`src/rtl/sprite_rom_arbiter.sv`:
```
// sprite_rom_arbiter
//   Shares one single-port sprite ROM (registered 1-cycle read on vga_clk) among NUM_REQ
//   requesters: the background mapper, the Pac-Man sprite and the ghost sprites.
//   Round-robin arbitration with a registered one-hot grant, a ROM address mux and a two-stage
//   tag pipeline (issue -> return) that delivers each read's data with the owner's ID.
//
// Ports
//   vga_clk      sole clock; the ROM is clocked on the same edge
//   reset        asynchronous, active-high reset
//   arb_en       when low no new grants are issued; in-flight reads still complete
//   req          per-requester level request
//   req_addr     packed addresses, requester i at [i*ADDR_W +: ADDR_W]
//   gnt          one-hot grant, one-cycle pulse
//   rom_address  to the ROM address port
//   rom_q        from the ROM, valid one cycle after rom_address is registered
//   rd_valid     rd_data/rd_id valid this cycle
//   rd_id        requester that owns rd_data
//   rd_data      rom_q passed straight through
//   busy         a read is in the issue or return stage
//
// Build option
//   SPRITE_ARB_PRIO0_EN  requester 0 gets strict priority; round-robin among the others only.

module sprite_rom_arbiter #(
    parameter int unsigned NUM_REQ = 4,
    parameter int unsigned ADDR_W  = 9,
    parameter int unsigned DATA_W  = 3,
    parameter int unsigned ID_W    = 2
) (
    input  logic                       vga_clk,
    input  logic                       reset,
    input  logic                       arb_en,
    input  logic [NUM_REQ-1:0]         req,
    input  logic [NUM_REQ*ADDR_W-1:0]  req_addr,
    output logic [NUM_REQ-1:0]         gnt,
    output logic [ADDR_W-1:0]          rom_address,
    input  logic [DATA_W-1:0]          rom_q,
    output logic                       rd_valid,
    output logic [ID_W-1:0]            rd_id,
    output logic [DATA_W-1:0]          rd_data,
    output logic                       busy
);

    logic [ID_W-1:0]    ptr_q;
    logic               issue_valid_q;
    logic [ID_W-1:0]    issue_id_q;

    logic [NUM_REQ-1:0] eligible;
    logic               rr_found;
    logic [ID_W-1:0]    rr_id;
    int unsigned        idx;

    logic               win_found;
    logic [ID_W-1:0]    win_id;
    logic               ptr_upd;
    logic [ID_W-1:0]    ptr_next;
    logic [NUM_REQ-1:0] gnt_next;
    logic [ADDR_W-1:0]  addr_next;

    // Round-robin search from ptr upward. ptr is always < NUM_REQ, so a single subtraction
    // wraps the index and indices >= NUM_REQ are never visited.
    always_comb begin
        // Last cycle's grantee is masked so it has one cycle to drop req.
        eligible = req & ~gnt;
        rr_found = 1'b0;
        rr_id    = '0;
        idx      = 0;
        for (int unsigned off = 0; off < NUM_REQ; off++) begin
            idx = 32'(ptr_q) + off;
            if (idx >= NUM_REQ) begin
                idx = idx - NUM_REQ;
            end
            if (!rr_found && eligible[idx]) begin
                rr_found = 1'b1;
                rr_id    = ID_W'(idx);
            end
        end
    end

`ifdef SPRITE_ARB_PRIO0_EN
    // Background mapper wins whenever eligible and leaves ptr alone; when it is not eligible
    // the search above skips index 0 by itself.
    assign win_found = eligible[0] | rr_found;
    assign win_id    = eligible[0] ? '0 : rr_id;
    assign ptr_upd   = rr_found & ~eligible[0];
`else
    assign win_found = rr_found;
    assign win_id    = rr_id;
    assign ptr_upd   = rr_found;
`endif

    always_comb begin
        gnt_next         = '0;
        gnt_next[win_id] = 1'b1;
        ptr_next         = (win_id == ID_W'(NUM_REQ - 1)) ? '0 : win_id + 1'b1;
        addr_next        = req_addr[32'(win_id) * ADDR_W +: ADDR_W];
    end

    always_ff @(posedge vga_clk or posedge reset) begin
        if (reset) begin
            gnt           <= '0;
            rom_address   <= '0;
            ptr_q         <= '0;
            issue_valid_q <= 1'b0;
            issue_id_q    <= '0;
            rd_valid      <= 1'b0;
            rd_id         <= '0;
        end else begin
            // Return stage lines up with the ROM registering q on this same edge.
            rd_valid <= issue_valid_q;
            rd_id    <= issue_id_q;
            if (arb_en && win_found) begin
                gnt           <= gnt_next;
                rom_address   <= addr_next;
                issue_valid_q <= 1'b1;
                issue_id_q    <= win_id;
                if (ptr_upd) begin
                    ptr_q <= ptr_next;
                end
            end else begin
                gnt           <= '0;
                issue_valid_q <= 1'b0;
            end
        end
    end

    assign rd_data = rom_q;
    assign busy    = issue_valid_q | rd_valid;

endmodule

```
`config.mk`:
```
export PLATFORM = sky130hd
export DESIGN_NAME = sprite_rom_arbiter
export DESIGN_NICKNAME = d
export VERILOG_FILES = /design/src/rtl/sprite_rom_arbiter.sv
export SDC_FILE = /design/constraint.sdc
export NUM_CORES = 1
export LEC_CHECK = 0
export ABC_AREA = 1
export BUFFER_PORTS_ARGS = -buffer_cell sky130_fd_sc_hd__buf_4
export CORE_AREA = 4 4 75 77
export DETAILED_ROUTE_END_ITERATION = 12
export DIE_AREA = 0 0 79 81
export PLACE_DENSITY_LB_ADDON = 0.05
export SETUP_SLACK_MARGIN = 0.05
export SLEW_MARGIN = 20
export SYNTH_ARGS = -nofsm -noshare
export SYNTH_HDL_FRONTEND = slang
export SYNTH_SLANG_ARGS = --single-unit
```
`constraint.sdc`:
```
create_clock -name vga_clk -period 1.8 [get_ports vga_clk]
set_input_delay 0.09 -clock vga_clk [delete_from_list [all_inputs] [get_ports vga_clk]]
set_output_delay 0.09 -clock vga_clk [all_outputs]
set_load 0.01 [all_outputs]
```
Word-level counts from Yosys, hierarchy flattened
Cells that the tools add are included.
{"block": "totals", "ff_bits": 21, "out_inout_bits": 20}
{"block": "op_classes", "bitwise": 3, "magnitude_cmp": 10, "eq_ne": 1, "n_shift": 1, "multipliers": 1, "n_addsub": 8, "n_mux": 25, "reduce_logical": 9}
{"op": "less-than comparator 32 x 3 -> 1 bit, second input constant", "n": 4}
{"op": "two-way mux 32 bit", "n": 4}
{"op": "variable part select 36 x 7 -> 9 bit", "n": 1}
{"op": "subtractor 3 x 3 -> 4 bit, second input constant", "n": 3}
{"op": "two-way mux 1 bit", "n": 10}
{"op": "two-way mux 2 bit", "n": 5}
{"op": "greater-or-equal comparator 3 bit, second input constant", "n": 3}
{"op": "binary-select mux 1 bit (select 2 bit)", "n": 4}
{"op": "adder 2 x 2 -> 3 bit, second input constant", "n": 2}
{"op": "multiplier 2 x 4 -> 6 bit, second input constant", "n": 1}
{"op": "logical AND 1 bit", "n": 5}
{"op": "bitwise AND 4 bit", "n": 1}
{"op": "two-way mux 4 bit", "n": 1}
{"op": "NOT 4 bit", "n": 1}
{"op": "subtractor 2 x 3 -> 4 bit, second input constant", "n": 1}
{"op": "adder 2 x 1 -> 3 bit, second input constant", "n": 1}
{"op": "greater-or-equal comparator 2 x 3 -> 1 bit, second input constant", "n": 1}
{"op": "zero test 1 bit", "n": 3}
{"op": "less-than comparator 2 x 3 -> 1 bit, second input constant", "n": 1}
{"op": "adder 2 x 1 -> 2 bit, second input constant", "n": 1}
{"op": "demux 1 bit (select 2 bit)", "n": 1}
{"op": "equality test 2 bit, second input constant", "n": 1}
{"op": "greater-or-equal comparator 2 x 1 -> 1 bit, second input constant", "n": 1}
{"op": "AND reduction 2 bit", "n": 1}
{"op": "OR 1 bit", "n": 1}

Longest topological paths before layout
Gate-level depths: netlist of the first run.
{"block": "depth", "ltp_word": 19, "depth_mapped": 14}

Worst setup path before layout of the first run
Ideal clock, no wire load.
{"block": "synth_timing", "path_kind": "flip-flop to flip-flop", "from": "reg ptr_q[0]", "to": "reg ptr_q[1]", "stages_incl_launch_ff": 14, "setup_slack_ns": -0.105, "n_path_buf": 2, "t_required_ns": 1.673, "setup_ns": 0.127, "arrival_ns": 1.778, "cell_sequence": "dfrtp_1 -> buf_6 -> inv_4 -> nand3_2 -> nand3_1 -> nand2_2 -> a21oi_1 -> nand2_2 -> nand2_4 -> buf_6 -> inv_1 -> ha_1 -> nand2_1 -> o21ai_0"}
{"block": "synth_between", "elab_chain_len": 16}
{"item": "start, declared", "line_no": "44", "rtl": "logic [ID_W-1:0] ptr_q;"}
{"item": "start signal, assigned", "line_no": "118", "rtl": "ptr_q <= ptr_next;"}
{"item": "parallel branches: the longest is 13 deep, another holds subtractor 3 x 3 -> 4 bit"}
{"item": "two-way mux 2 bit *", "line_no": "73", "rtl": "if (!rr_found && eligible[idx]) begin"}
{"item": "adder 2 x 1 -> 2 bit / equality test 2 bit (equally long branches)", "line_no": "95", "rtl": "ptr_next = (win_id == ID_W'(NUM_REQ - 1)) ? '0 : win_id + 1'b1;"}
{"item": "two-way mux 2 bit *", "line_no": "95"}
{"item": "via ptr_next[1]", "line_no": "56", "rtl": "logic [ID_W-1:0] ptr_next;"}
Mark *: on every way through the listed nets, which the timed path passes. The select of a mux whose other input is x is not followed.
A chain may end at the register's enable or synchronous reset.

Worst setup path in the final report of the first run
Ends and elaborated chain as after synthesis.

==> summary.txt, run 1 <==
Yosys
  – Post-synth top area cell: sky130_fd_sc_hd__dfrtp_1
  – Most instantiated flip-flop cell in the synthesis netlist: sky130_fd_sc_hd__dfrtp_1
  – Count of unique library cells instantiated by Yosys: 24
  – Post-synthesis area per instance: 7.17 µm²
  – Synthesis warning total: 0
  – Count of flip-flops with a built-in enable after synthesis: 0
  – Net Count, Synth: 250
  – Post-Syn Instances: 203
  – Synthesized flop and latch total: 21
  – Leading cell types by total area after synthesis: sky130_fd_sc_hd__dfrtp_1 (36%), sky130_fd_sc_hd__nand3_1 (15%), sky130_fd_sc_hd__nand2_1 (12%)
  – Fraction of synthesis flops using an asynchronous set or reset pin: 100%
  – Cell area after synthesis: 0.00146 mm²
  – Yosys top cell area share: 36.1%
  – Part of the Yosys area used for sequential elements: 36.1%

Hold path
  – Critical hold path startpoint: req_addr[12]
  – Count of cells along the worst hold path: 3
  – Classification of the worst-slack hold path: in2reg
  – Endpoint, Worst Hold: rom_address[3]$_DFFE_PP0P_

Timing
  – Final number of setup-violating endpoints: 1
  – Time the final worst path needs with I/O delays and setup: 1.81 ns
  – Setup TNS: -0.0105 ns
  – Period Utilization, post-route: 101%
  – Slew @ Worst Pin: 0.283 ns
  – Highest Clock Rate: 552 MHz
  – Number of hold violations in the final report: 0
  – Clock skew after layout: 0.00259 ns
  – Pins Over Slew Limit: 0
  – Slew margin rel.: 81.1%
  – Setup repair after global routing missed its margin: true
  – Final worst-path setup slack: -0.0105 ns

Floorplanning
  – Die outline area: 0.00640 mm²
  – Height of the die: 81 µm
  – Initial core utilization: 29.1%
  – Row count: 26
  – Count of boundary I/O pins: 66
  – Standard cell core area: 0.00501 mm²
  – Die boundary width: 79 µm

Final layout
  – Number of diodes: 0
  – Nets: 328
  – Area overhead of the layout relative to synthesis: 61.5%
  – Sequential cell area: 527 µm²
  – Top library cells by usage in the layout, fill and taps aside: sky130_fd_sc_hd__buf_4 (74), sky130_fd_sc_hd__nand2_1 (43), sky130_fd_sc_hd__nand3_1 (33)
  – Final cell area excluding filler cells: 0.00235 mm²
  – Layout fillers: 554
  – Total area of multi-input combinational cells: 913 µm²
  – Most common cell after layout, fill and taps aside: sky130_fd_sc_hd__buf_4
  – Share of cells above drive strength 1: 47.1%
  – Number of non-filler instances in the completed layout: 350

Place
  – # port buffers: 59
  – HPWL after detailed placement: 3.39 mm
  – Weighted congestion reported at the end of routability-driven placement: 0.795
  – Standard cell area after detailed placement: 0.00217 mm²
  – Number of placed instances, taps included: 341

Setup path
  – Worst Path Class, Setup: reg2reg
  – Crit. End Element: register
  – RR Endpoint: ptr_q[1]$_DFFE_PP0P_
  – Largest fanout on the critical path: 8
  – WP data required: 1.96 ns
  – Worst R2R Setup Slack: -0.01 ns
  – R2R cell count: 11
  – Startpoint types: register
  – R2R Path Start: ptr_q[0]$_DFFE_PP0P_
  – CP arrival: 1.97 ns

GRT
  – Largest net degree at the start of global routing: 22
  – Global router's overall resource usage: 14.0%
  – First-pass GRT wire length: 7.21 mm
  – Total gr overflow: 0
  – Initial antenna violation count: 0
  – Vias in the first global route: 1571

Pwr
  – Internal Power: 2.49 mW
  – Leakage power: 1.21 nW
  – Net switching power: 2.35 mW
  – Total power of the final layout: 4.84 mW
  – Maximum vdd ir drop: 0.734 mV
  – Power density cells: 2060 mW/mm²
  – Reg power frac: 17.7%
  – Combinational group share of total power: 75.7%
  – Switching fraction of total power: 48.5%
  – Share of power burned in the clock network: 6.7%

Clock network
  – Total number of clock tree sinks: 21
  – Buffers from clock root to sink, at most: 2
  – Insertion delay to the later sink of the worst-skew pair: 0.26 ns
  – Clk Tree Root Cell: sky130_fd_sc_hd__clkbuf_8
  – Clock tree from TritonCTS: done
  – Clk pin slew, worst setup/hold paths: 0.08 ns
  – Depth of the CTS H-tree: 1
  – CTS Buf Count: 3

Drt
  – Wire length on met3: 253 µm
  – Drt pass-1 iters: 4
  – Wire length on met2: 2.18 mm
  – Drt drc: 0
  – Met1 wire length: 1.85 mm
  – ANT nets after route: 0
  – Routed wire length per instance: 12.3 µm
  – Overall via count from detail_route: 1526
  – Detailed-route vias per instance: 4.36
  – Highest metal layer with signal wires: met4
  – DRC violation total after the first TritonRoute iteration: 58
  – Final wirelength: 4.32 mm

Flow run
  – Max-Cap Viols: 0

Status
  – Run status: complete, but fails checks
  – Failing checks: setup timing
routing by layer:
layer	track usage, %	vias up
met5	0	-
met4	2.75	0
met3	2.55	4
met2	25.1	34
met1	17.5	680
li1	-	808
critical path, cell delays in order (launching register included):
cell and delay, ns:
sky130_fd_sc_hd__dfrtp_2 0.51, sky130_fd_sc_hd__inv_8 0.12, sky130_fd_sc_hd__nand2_2 0.06, sky130_fd_sc_hd__nand2_4 0.08, sky130_fd_sc_hd__nand3_2 0.09, sky130_fd_sc_hd__nand2_4 0.11
sky130_fd_sc_hd__nand4_1 0.13, sky130_fd_sc_hd__buf_4 0.16, sky130_fd_sc_hd__nand3_2 0.13, sky130_fd_sc_hd__ha_4 0.22, sky130_fd_sc_hd__nand2_1 0.05, sky130_fd_sc_hd__o21ai_1 0.05
synthesized netlist by cell type, types with 3 or more instances:
master / n
sky130_fd_sc_hd__buf_2: 3
sky130_fd_sc_hd__buf_4: 4
sky130_fd_sc_hd__buf_6: 3
sky130_fd_sc_hd__dfrtp_1: 21
sky130_fd_sc_hd__inv_1: 23
sky130_fd_sc_hd__nand2_1: 48
sky130_fd_sc_hd__nand2_2: 6
sky130_fd_sc_hd__nand3_1: 44
sky130_fd_sc_hd__nand3_2: 6
sky130_fd_sc_hd__nand3b_1: 9
sky130_fd_sc_hd__nand4_1: 3
sky130_fd_sc_hd__nor2_1: 15
sky130_fd_sc_hd__o21ai_0: 4
final cells by class:
type	instances	share of cell area, %
clock buffers	3	1.76
inverters	26	4.47
multi-input cells	147	38.8
clock inverters	1	0.319
well taps	70	3.72
repair buffers	82	28.5
flip-flops and latches	21	22.4
kinds of logic after synthesis:
family / count (synthesis) / share of synthesized area [%]
adder cells (fa/ha/maj): 1 / 0.859
AO/OA/AOI/OAI: 7 / 2.84
AND/OR/NAND/NOR: 138 / 47.9
flip-flops: 21 / 36.1
buffers and inverters: 36 / 12.3
registers in the layout, summed over array words and instances, names as in the netlist:
signal	count
gnt	4
issue_id_q	2
issue_valid_q	1
ptr_q	2
rd_id	2
rd_valid	1
rom_address	9
what timing repair did:
item / CTS / global route
pin swaps: 4 / 6
hold endpoints to repair: 21 / 0
endpoints found under the setup margin: 17 / 17
setup buffers: 2 / 1
cloned: 1 / 0
resized for setup: 12 / 11
hold buffers: 1 / 0
worst max-delay path by stage:
stage	endpoint	start	cells past startpoint
3_5_place_dp	rom_address[2]$_DFFE_PP0P_	ptr_q[0]$_DFFE_PP0P_	11
5_1_grt	rom_address[4]$_DFFE_PP0P_	ptr_q[0]$_DFFE_PP0P_	12
6_report	ptr_q[1]$_DFFE_PP0P_	ptr_q[0]$_DFFE_PP0P_	11
4_1_cts	rom_address[2]$_DFFE_PP0P_	ptr_q[0]$_DFFE_PP0P_	12
2_1_floorplan	ptr_q[1]$_DFFE_PP0P_	ptr_q[0]$_DFFE_PP0P_	14
3_3_place_gp	rom_address[3]$_DFFE_PP0P_	ptr_q[0]$_DFFE_PP0P_	10
power groups by stage:
stage / registers (mW) / clock network (mW) / logic [mW]
6_report: 0.855 / 0.322 / 3.66
2_1_floorplan: 0.890 / 0 / 2.03
5_1_grt: 0.882 / 0.361 / 4.07
3_3_place_gp: 0.862 / 0 / 3.32
3_5_place_dp: 0.857 / 0 / 3.33
4_1_cts: 0.857 / 0.336 / 3.59
metrics by stage:
step / worst slack (ns) / utilization (%) / hold WS [ns]
floorplan: 0.0138 / - / 0.0665
global placement: -0.124 / 43.3 / 0.158
detailed placement: -0.116 / 43.3 / 0.158
CTS: 0.00377 / 45.8 / 0.0698
global route: -0.133 / 47.0 / 0.0780
finish: -0.0105 / 47.0 / 0.0715
Power figures use the tool's default switching activity.
==> run 2: changes to the inputs <==
Settings changed: ABC_AREA 1 to 0, CORE_AREA 4 4 75 77 to 4 4 70 72, DIE_AREA 0 0 79 81 to 0 0 74 76, MAX_ROUTING_LAYER from default to met4, REMOVE_ABC_BUFFERS from default to 1.
==> run 2 against run 1 <==
Sequential power down 5.7%. Hold slack got worse by 0.074 ns. The flow finishes with violations (hold timing). Setup slack improved by 0.024 ns. Routed wire length down 7.2%. Total power fell by 39%. Clock-buffer cell count stayed put.
==> summary.txt, run 2 <==
Timing
  – Final number of setup-violating endpoints: 0 (was 1)
  – Pins Over Slew Limit: 0 (unchanged)
  – Number of hold violations in the final report: 3 (was 0)
  – Setup repair after global routing missed its margin: true (unchanged)
  – Time the final worst path needs with I/O delays and setup: 1.79 ns (was 1.81 ns)
  – Worst hold margin: -0.00235 ns (was 0.0715 ns)
  – Period Utilization, post-route: 99.2% (was 101%)
  – Clock skew after layout: 0.00814 ns (was 0.00259 ns)
  – Slew @ Worst Pin: 0.861 ns (was 0.283 ns)
  – Final worst-path setup slack: 0.0135 ns (was -0.0105 ns)
  – Slew margin rel.: 42.5% (was 81.1%)
  – Highest Clock Rate: 560 MHz (was 552 MHz)

GRT
  – Initial antenna violation count: 0 (unchanged)
  – Global router's overall resource usage: 15.5% (was 14.0%)
  – Vias in the first global route: 1353 (was 1571)
  – Largest net degree at the start of global routing: 22 (unchanged)
  – Total gr overflow: 0 (unchanged)
  – First-pass GRT wire length: 6.62 mm (was 7.21 mm)

Yosys
  – Synthesis warning total: 0 (unchanged)
  – Leading cell types by total area after synthesis: sky130_fd_sc_hd__dfrtp_1 (42%), sky130_fd_sc_hd__a211oi_2 (7.9%), sky130_fd_sc_hd__mux2i_1 (7.1%) (was sky130_fd_sc_hd__dfrtp_1 (36%), sky130_fd_sc_hd__nand3_1 (15%), sky130_fd_sc_hd__nand2_1 (12%))
  – Most frequently used cell type in the post-synthesis netlist: sky130_fd_sc_hd__dfrtp_1 (was sky130_fd_sc_hd__nand2_1)
  – Count of flip-flops with a built-in enable after synthesis: 0 (unchanged)
  – Part of the Yosys area used for sequential elements: 41.6% (was 36.1%)
  – Count of unique library cells instantiated by Yosys: 33 (was 24)
  – Top cells by count, synth: sky130_fd_sc_hd__dfrtp_1 (21), sky130_fd_sc_hd__nor2_1 (13), sky130_fd_sc_hd__a211oi_1 (11) (was sky130_fd_sc_hd__nand2_1 (48), sky130_fd_sc_hd__nand3_1 (44), sky130_fd_sc_hd__inv_1 (23))
  – Most instantiated flip-flop cell in the synthesis netlist: sky130_fd_sc_hd__dfrtp_1 (unchanged)
  – Synthesized flop and latch total: 21 (unchanged)
  – Post-Syn Instances: 124 (was 203)
  – Fraction of synthesis flops using an asynchronous set or reset pin: 100% (unchanged)
  – Cell area after synthesis: 0.00126 mm² (was 0.00146 mm²)
  – Yosys top cell area share: 41.6% (was 36.1%)
  – Post-synth top area cell: sky130_fd_sc_hd__dfrtp_1 (unchanged)
  – Post-synthesis area per instance: 10.2 µm² (was 7.17 µm²)

Final layout
  – Area overhead of the layout relative to synthesis: 71.7% (was 61.5%)
  – Top library cells by usage in the layout, fill and taps aside: sky130_fd_sc_hd__buf_4 (73), sky130_fd_sc_hd__dfrtp_1 (20), sky130_fd_sc_hd__a211oi_2 (18) (was sky130_fd_sc_hd__buf_4 (74), sky130_fd_sc_hd__nand2_1 (43), sky130_fd_sc_hd__nand3_1 (33))
  – Nets: 247 (was 328)
  – Final cell area excluding filler cells: 0.00217 mm² (was 0.00235 mm²)
  – Number of diodes: 0 (unchanged)
  – Flip-flop count of the largest register after layout: 9 (unchanged)
  – Number of non-filler instances in the completed layout: 251 (was 350)
  – Register name with the most flops: rom_address (unchanged)
  – Registers with the highest flip-flop counts: rom_address x9, gnt x4 (unchanged)
  – Most common cell after layout, fill and taps aside: sky130_fd_sc_hd__buf_4 (unchanged)
  – Share of cells above drive strength 1: 67.8% (was 47.1%)
  – Core utilization of the finished layout: 50.5% (was 47.0%)

Floorplanning
  – Die boundary width: 74 µm (was 79 µm)
  – Height of the die: 76 µm (was 81 µm)
  – Initial core utilization: 29.4% (was 29.1%)
  – Die outline area: 0.00562 mm² (was 0.00640 mm²)
  – Count of boundary I/O pins: 66 (unchanged)
  – Row count: 24 (was 26)
  – Standard cell core area: 0.00429 mm² (was 0.00501 mm²)

Place
  – Post-Place Worst Slack: -0.214 ns (was -0.116 ns)
  – # port buffers: 59 (unchanged)
  – Number of placed instances, taps included: 243 (was 341)
  – HPWL after detailed placement: 2.93 mm (was 3.39 mm)
  – Standard cell area after detailed placement: 0.00188 mm² (was 0.00217 mm²)
  – Weighted congestion reported at the end of routability-driven placement: 0.803 (was 0.795)

Flow run
  – Max-Cap Viols: 0 (unchanged)

Clock network
  – Buffers from clock root to sink, at most: 2 (unchanged)
  – CTS Buf Count: 3 (unchanged)
  – Insertion delay to the later sink of the worst-skew pair: 0.26 ns (about the same)
  – Number of buffers inserted for hold repair after clock tree synthesis: 0 (was 1)
  – Clock tree from TritonCTS: done (unchanged)
  – Clk Tree Root Cell: sky130_fd_sc_hd__clkbuf_8 (unchanged)
  – Total number of clock tree sinks: 21 (unchanged)
  – Clk pin slew, worst setup/hold paths: 0.08 ns (about the same)
  – Depth of the CTS H-tree: 1 (unchanged)

Status
  – Run status: complete, but fails checks (unchanged)
  – Failing checks: hold timing (was setup timing)

Setup path
  – Worst stage delay on the critical path: 0.53 ns (was 0.51 ns)
  – WP data required: 1.95 ns (was 1.96 ns)
  – Crit. End Element: register (unchanged)
  – Worst Path Class, Setup: reg2reg (unchanged)
  – CP arrival: 1.94 ns (was 1.97 ns)
  – Worst path cell trace: buf_6 > or4b_4 > buf_8 > nand3_2 > o21ai_1 > a211oi_2 > a211oi_2 (was inv_8 > nand2_2 > nand2_4 > nand3_2 > nand2_4 > nand4_1 > buf_4 > nand3_2 > ha_4 > nand2_1 > o21ai_1)
  – Largest fanout on the critical path: 8 (unchanged)
  – Slowest stage cell, crit path: sky130_fd_sc_hd__or4b_4 (was sky130_fd_sc_hd__dfrtp_2)
  – CP most frequent cell: sky130_fd_sc_hd__a211oi_2
  – Startpoint types: register (unchanged)

Drt
  – Final wirelength: 4.01 mm (was 4.32 mm)
  – Drt drc: 0 (unchanged)
  – Drt pass-1 iters: 4 (unchanged)
  – Routed wire length per instance: 16.0 µm (was 12.3 µm)
  – DRC violation total after the first TritonRoute iteration: 44 (was 58)
  – Overall via count from detail_route: 1284 (was 1526)
  – ANT nets after route: 0 (unchanged)
  – Detailed-route vias per instance: 5.12 (was 4.36)

Pwr
  – Leakage power: 0.991 nW (was 1.21 nW)
  – Power density cells: 1360 mW/mm² (was 2060 mW/mm²)
  – Total power of the final layout: 2.94 mW (was 4.84 mW)
  – Maximum vdd ir drop: 0.426 mV (was 0.734 mV)

Hold path
  – Classification of the worst-slack hold path: in2async (was in2reg)
run 2: cell count changes after synthesis, moves of 8 or more:
cell                       before  now
sky130_fd_sc_hd__a211oi_1       0   11
sky130_fd_sc_hd__inv_1         23    3
sky130_fd_sc_hd__a211oi_2       0    8
sky130_fd_sc_hd__nand3_1       44    9
sky130_fd_sc_hd__nand2_1       48    2
sky130_fd_sc_hd__nand3b_1       9    1
sky130_fd_sc_hd__mux2i_1        0    9
run 2: per-stage QoR:
| step | TNS [ns] | hold WS (ns) |
|---|---|---|
| finish | 0 | -0.00235 |
| floorplan | -4.19 | 0.0665 |
| detailed placement | -1.71 | 0.180 |
| global route | -0.257 | 0.0815 |
| global placement | -1.01 | 0.180 |
| CTS | 0 | 0.0228 |
run 2: area by class of cell:
| type | count | area (µm²) |
|---|---|---|
| Multi-Input combinational cell | 87 | 833 |
| Timing Repair Buffer | 82 | 679 |
| Sequential cell | 21 | 527 |
| Clock buffer | 3 | 41.3 |
| Fill cell | 406 | 2120 |
| Tap cell | 52 | 65.1 |
| Inverter | 5 | 18.8 |
| Clock inverter | 1 | 5.00 |
run 2: worst max-delay path: cells and delay by family (launching register included):
kind,cells,cell delay [ns]
DFF,1,0.45
and+or+nand+nor,2,0.60
buffers and inverters,2,0.30
AOI/OAI and AO/OA,3,0.34
run 2: cell families after synthesis:
family	after synthesis	synth area share [%]
flip-flops	21	41.6
adder cells (fa/ha/maj)	1	0.990
multiplexers	9	7.13
AO/OA/AOI/OAI	35	24.9
buffers and inverters	16	7.13
AND/OR/NAND/NOR	42	18.3
run 2: metal layers:
layer	track usage [%]	part of all wire, %	wire (µm)	up-vias
met5	-	0	0	-
met2	24.0	51	2050	39
li1	-	-	-	602
met1	20.2	42	1690	639
met3	3.17	5.8	231	4
met4	4.53	1.0	42	0
run 2: worst paths after layout:
check / from / endpoint / cells past startpoint / slack, ns
worst max-delay path: gnt[0]$_DFF_PP0_ / rom_address[3]$_DFFE_PP0P_ / 7 / 0.01
worst min-delay path: reset / rd_id[1]$_DFF_PP0_ / 2 / -0.002
worst max register to register: gnt[0]$_DFF_PP0_ / rom_address[3]$_DFFE_PP0P_ / 7 / 0.01
worst min register to register: issue_valid_q$_DFF_PP0_ / rd_valid$_DFF_PP0_ / 0 / 0.37
max in group asynchronous: reset / gnt[0]$_DFF_PP0_ / 2 / 1.21
min in group vga_clk: req_addr[15] / rom_address[6]$_DFFE_PP0P_ / 3 / 0.13
run 2: repair_timing:
item	in CTS	in global routing
setup buffers	3	1
resized for setup	31	24
endpoints found under the setup margin	10	12
pin swaps	10	16
run 2: report_power, final:
| group | switching (mW) | internal, mW |
|---|---|---|
| sequential | 0.141 | 0.665 |
| clock | 0.164 | 0.154 |
| combinational | 0.870 | 0.950 |
| total | 1.17 | 1.77 |
==> run 3: changes to the inputs <==
==> constraint.sdc (replaced) <==
create_clock -name vga_clk -period 2.2 [get_ports vga_clk]
set_input_delay 0.33 -clock vga_clk [delete_from_list [all_inputs] [get_ports vga_clk]]
set_output_delay 0.33 -clock vga_clk [all_outputs]
set_load 0.01 [all_outputs]
==> run 3 against run 2 <==
The flow now finishes without violations. First-iteration DRC count grew 98%. Sequential share of layout area is 4.7 points higher. Largest cell class unchanged. Die area is the same. Critical path depth is 2 lower. Routed wire length down 14%.
==> summary.txt, run 3 (synthesized netlist as in run 2, its figures left out) <==
Timing
  – Worst hold margin: 0.0894 ns (was -0.00235 ns)
  – Setup repair after global routing missed its margin: false (was true)
  – Pins Over Slew Limit: 0 (unchanged)
  – Period Utilization, post-route: 87.0% (was 99.2%)
  – Clock skew after layout: 0.0116 ns (was 0.00814 ns)
  – Highest Clock Rate: 523 MHz (was 560 MHz)
  – Final worst-path setup slack: 0.287 ns (was 0.0135 ns)
  – Slew @ Worst Pin: 0.495 ns (was 0.861 ns)
  – Final number of setup-violating endpoints: 0 (unchanged)
  – Number of hold violations in the final report: 0 (was 3)
  – Time the final worst path needs with I/O delays and setup: 1.91 ns (was 1.79 ns)
  – Slew margin rel.: 67.0% (was 42.5%)

Clock network
  – Buffers from clock root to sink, at most: 2 (unchanged)
  – CTS Buf Count: 3 (unchanged)
  – Number of buffers inserted for hold repair after clock tree synthesis: 0 (unchanged)
  – Clock tree from TritonCTS: done (unchanged)
  – Insertion delay to the later sink of the worst-skew pair: 0.27 ns (was 0.26 ns)
  – Clk pin slew, worst setup/hold paths: 0.09 ns (was 0.08 ns)
  – Depth of the CTS H-tree: 1 (unchanged)
  – Clk Tree Root Cell: sky130_fd_sc_hd__clkbuf_8 (unchanged)
  – Setup repair bufs after CTS: 0 (was 3)
  – Total number of clock tree sinks: 21 (unchanged)
  – Resized Gates After CTS: 0 (was 31)

Place
  – # port buffers: 59 (unchanged)
  – HPWL after detailed placement: 2.69 mm (was 2.93 mm)
  – Weighted congestion reported at the end of routability-driven placement: 0.749 (was 0.803)
  – Standard cell area after detailed placement: 0.00177 mm² (was 0.00188 mm²)
  – Post-Place Worst Slack: 0.225 ns (was -0.214 ns)

Floorplanning
  – Die boundary width: 74 µm (unchanged)
  – Initial core utilization: 29.4% (unchanged)
  – Height of the die: 76 µm (unchanged)
  – Row count: 24 (unchanged)
  – Die outline area: 0.00562 mm² (unchanged)
  – Count of boundary I/O pins: 66 (unchanged)
  – Standard cell core area: 0.00429 mm² (unchanged)

GRT
  – Vias in the first global route: 1275 (was 1353)
  – Global router's overall resource usage: 13.5% (was 15.5%)
  – Total gr overflow: 0 (unchanged)
  – First-pass GRT wire length: 5.86 mm (was 6.62 mm)
  – Initial antenna violation count: 0 (unchanged)
  – Largest net degree at the start of global routing: 22 (unchanged)

Final layout
  – Flip-flop count of the largest register after layout: 9 (unchanged)
  – Share of cells above drive strength 1: 47.5% (was 67.8%)
  – Registers with the highest flip-flop counts: rom_address x9, gnt x4 (unchanged)
  – Core utilization of the finished layout: 42.2% (was 50.5%)
  – Top library cells by usage in the layout, fill and taps aside: sky130_fd_sc_hd__buf_4 (65), sky130_fd_sc_hd__dfrtp_1 (21), sky130_fd_sc_hd__nor2_1 (13) (was sky130_fd_sc_hd__buf_4 (73), sky130_fd_sc_hd__dfrtp_1 (20), sky130_fd_sc_hd__a211oi_2 (18))
  – Number of diodes: 0 (unchanged)
  – Register name with the most flops: rom_address (unchanged)
  – Nets: 231 (was 247)
  – Most common cell after layout, fill and taps aside: sky130_fd_sc_hd__buf_4 (unchanged)
  – Final cell area excluding filler cells: 0.00181 mm² (was 0.00217 mm²)
  – Area overhead of the layout relative to synthesis: 43.6% (was 71.7%)

Setup path
  – R2R cell count: 5 (was 7)
  – CP arrival: 2.05 ns (was 1.94 ns)
  – Category of cells accounting for the largest share of critical-path delay: simple AND/OR/NAND/NOR gates (unchanged)
  – RR Endpoint: rom_address[4]$_DFFE_PP0P_ (was rom_address[3]$_DFFE_PP0P_)
  – R2R Path Start: gnt[0]$_DFF_PP0_ (unchanged)
  – Slowest stage cell, crit path: sky130_fd_sc_hd__or4b_1 (was sky130_fd_sc_hd__or4b_4)
  – Startpoint types: register (unchanged)
  – WP data required: 2.33 ns (was 1.95 ns)
  – Worst stage delay on the critical path: 0.71 ns (was 0.53 ns)
  – Critical path buffer and inverter count: 0 (was 2)
  – Worst R2R Setup Slack: 0.29 ns (was 0.01 ns)
  – Worst path cell trace: or4b_1 > nand3_1 > nor2_1 > a2111oi_0 > a211oi_1 (was buf_6 > or4b_4 > buf_8 > nand3_2 > o21ai_1 > a211oi_2 > a211oi_2)
  – Largest fanout on the critical path: 9 (was 8)
  – Worst Path Class, Setup: reg2reg (unchanged)
  – Crit. End Element: register (unchanged)

Drt
  – DRC violation total after the first TritonRoute iteration: 87 (was 44)
  – Drt drc: 0 (unchanged)
  – Final wirelength: 3.46 mm (was 4.01 mm)
  – Detailed-route vias per instance: 4.91 (was 5.12)
  – Drt pass-1 iters: 4 (unchanged)
  – Overall via count from detail_route: 1153 (was 1284)
  – Routed wire length per instance: 14.7 µm (was 16.0 µm)
  – ANT nets after route: 0 (unchanged)

Status
  – Run status: complete, no violations (was complete, but fails checks)

Pwr
  – Maximum vdd ir drop: 0.386 mV (was 0.426 mV)
  – Power density cells: 1080 mW/mm² (was 1360 mW/mm²)
  – Leakage power: 0.850 nW (was 0.991 nW)
  – Total power of the final layout: 1.97 mW (was 2.94 mW)

Flow run
  – Max-Cap Viols: 0 (unchanged)

Hold path
  – Classification of the worst-slack hold path: in2async (unchanged)
run 3: tightest hold or removal path, stage by stage:
cell                    delay [ns]
sky130_fd_sc_hd__buf_4        0.11
sky130_fd_sc_hd__inv_1        0.04
sky130_fd_sc_hd__buf_4        0.27
run 3: worst max-delay path by stage:
stage | to | start | slack, ns | depth (start not counted)
floorplan | ptr_q[1]$_DFFE_PP0P_ | gnt[0]$_DFF_PP0_ | -0.02 | 7
global placement | rom_address[7]$_DFFE_PP0P_ | ptr_q[0]$_DFFE_PP0P_ | 0.30 | 5
detailed placement | rom_address[4]$_DFFE_PP0P_ | req[2] | 0.22 | 6
CTS | rom_address[4]$_DFFE_PP0P_ | gnt[2]$_DFF_PP0_ | 0.23 | 5
global route | rom_address[0]$_DFFE_PP0P_ | gnt[2]$_DFF_PP0_ | 0.08 | 5
finish | rom_address[4]$_DFFE_PP0P_ | gnt[0]$_DFF_PP0_ | 0.29 | 5
run 3: stage by stage:
step | setup TNS [ns] | std cells
final | 0 | 235
after detailed placement | 0 | 231
after global routing | 0 | 235
after global placement | 0 | 231
after CTS | 0 | 235
after floorplan | -0.0231 | 113
run 3: layer usage:
metal	global-route usage, %	share of wire (%)	vias to the layer above
li1	-	-	567
met1	16.6	43	540
met2	21.6	49	42
met3	3.30	7.0	4
met4	3.80	1.0	0
met5	-	0	-
run 3: layout make-up:
cell class,count,area [µm²]
Timing Repair Buffer,66,508
Sequential cell,21,526
Tap cell,52,65.1
Fill cell,414,2480
Multi-Input combinational cell,87,648
Clock buffer,3,41.3
Clock inverter,1,7.51
Inverter,5,18.8
run 3: power by group:
part           internal [mW]  total (mW)  switching [mW]
Sequential             0.543       0.653           0.109
Combinational          0.516        1.05           0.538
Clock                  0.128       0.259           0.131
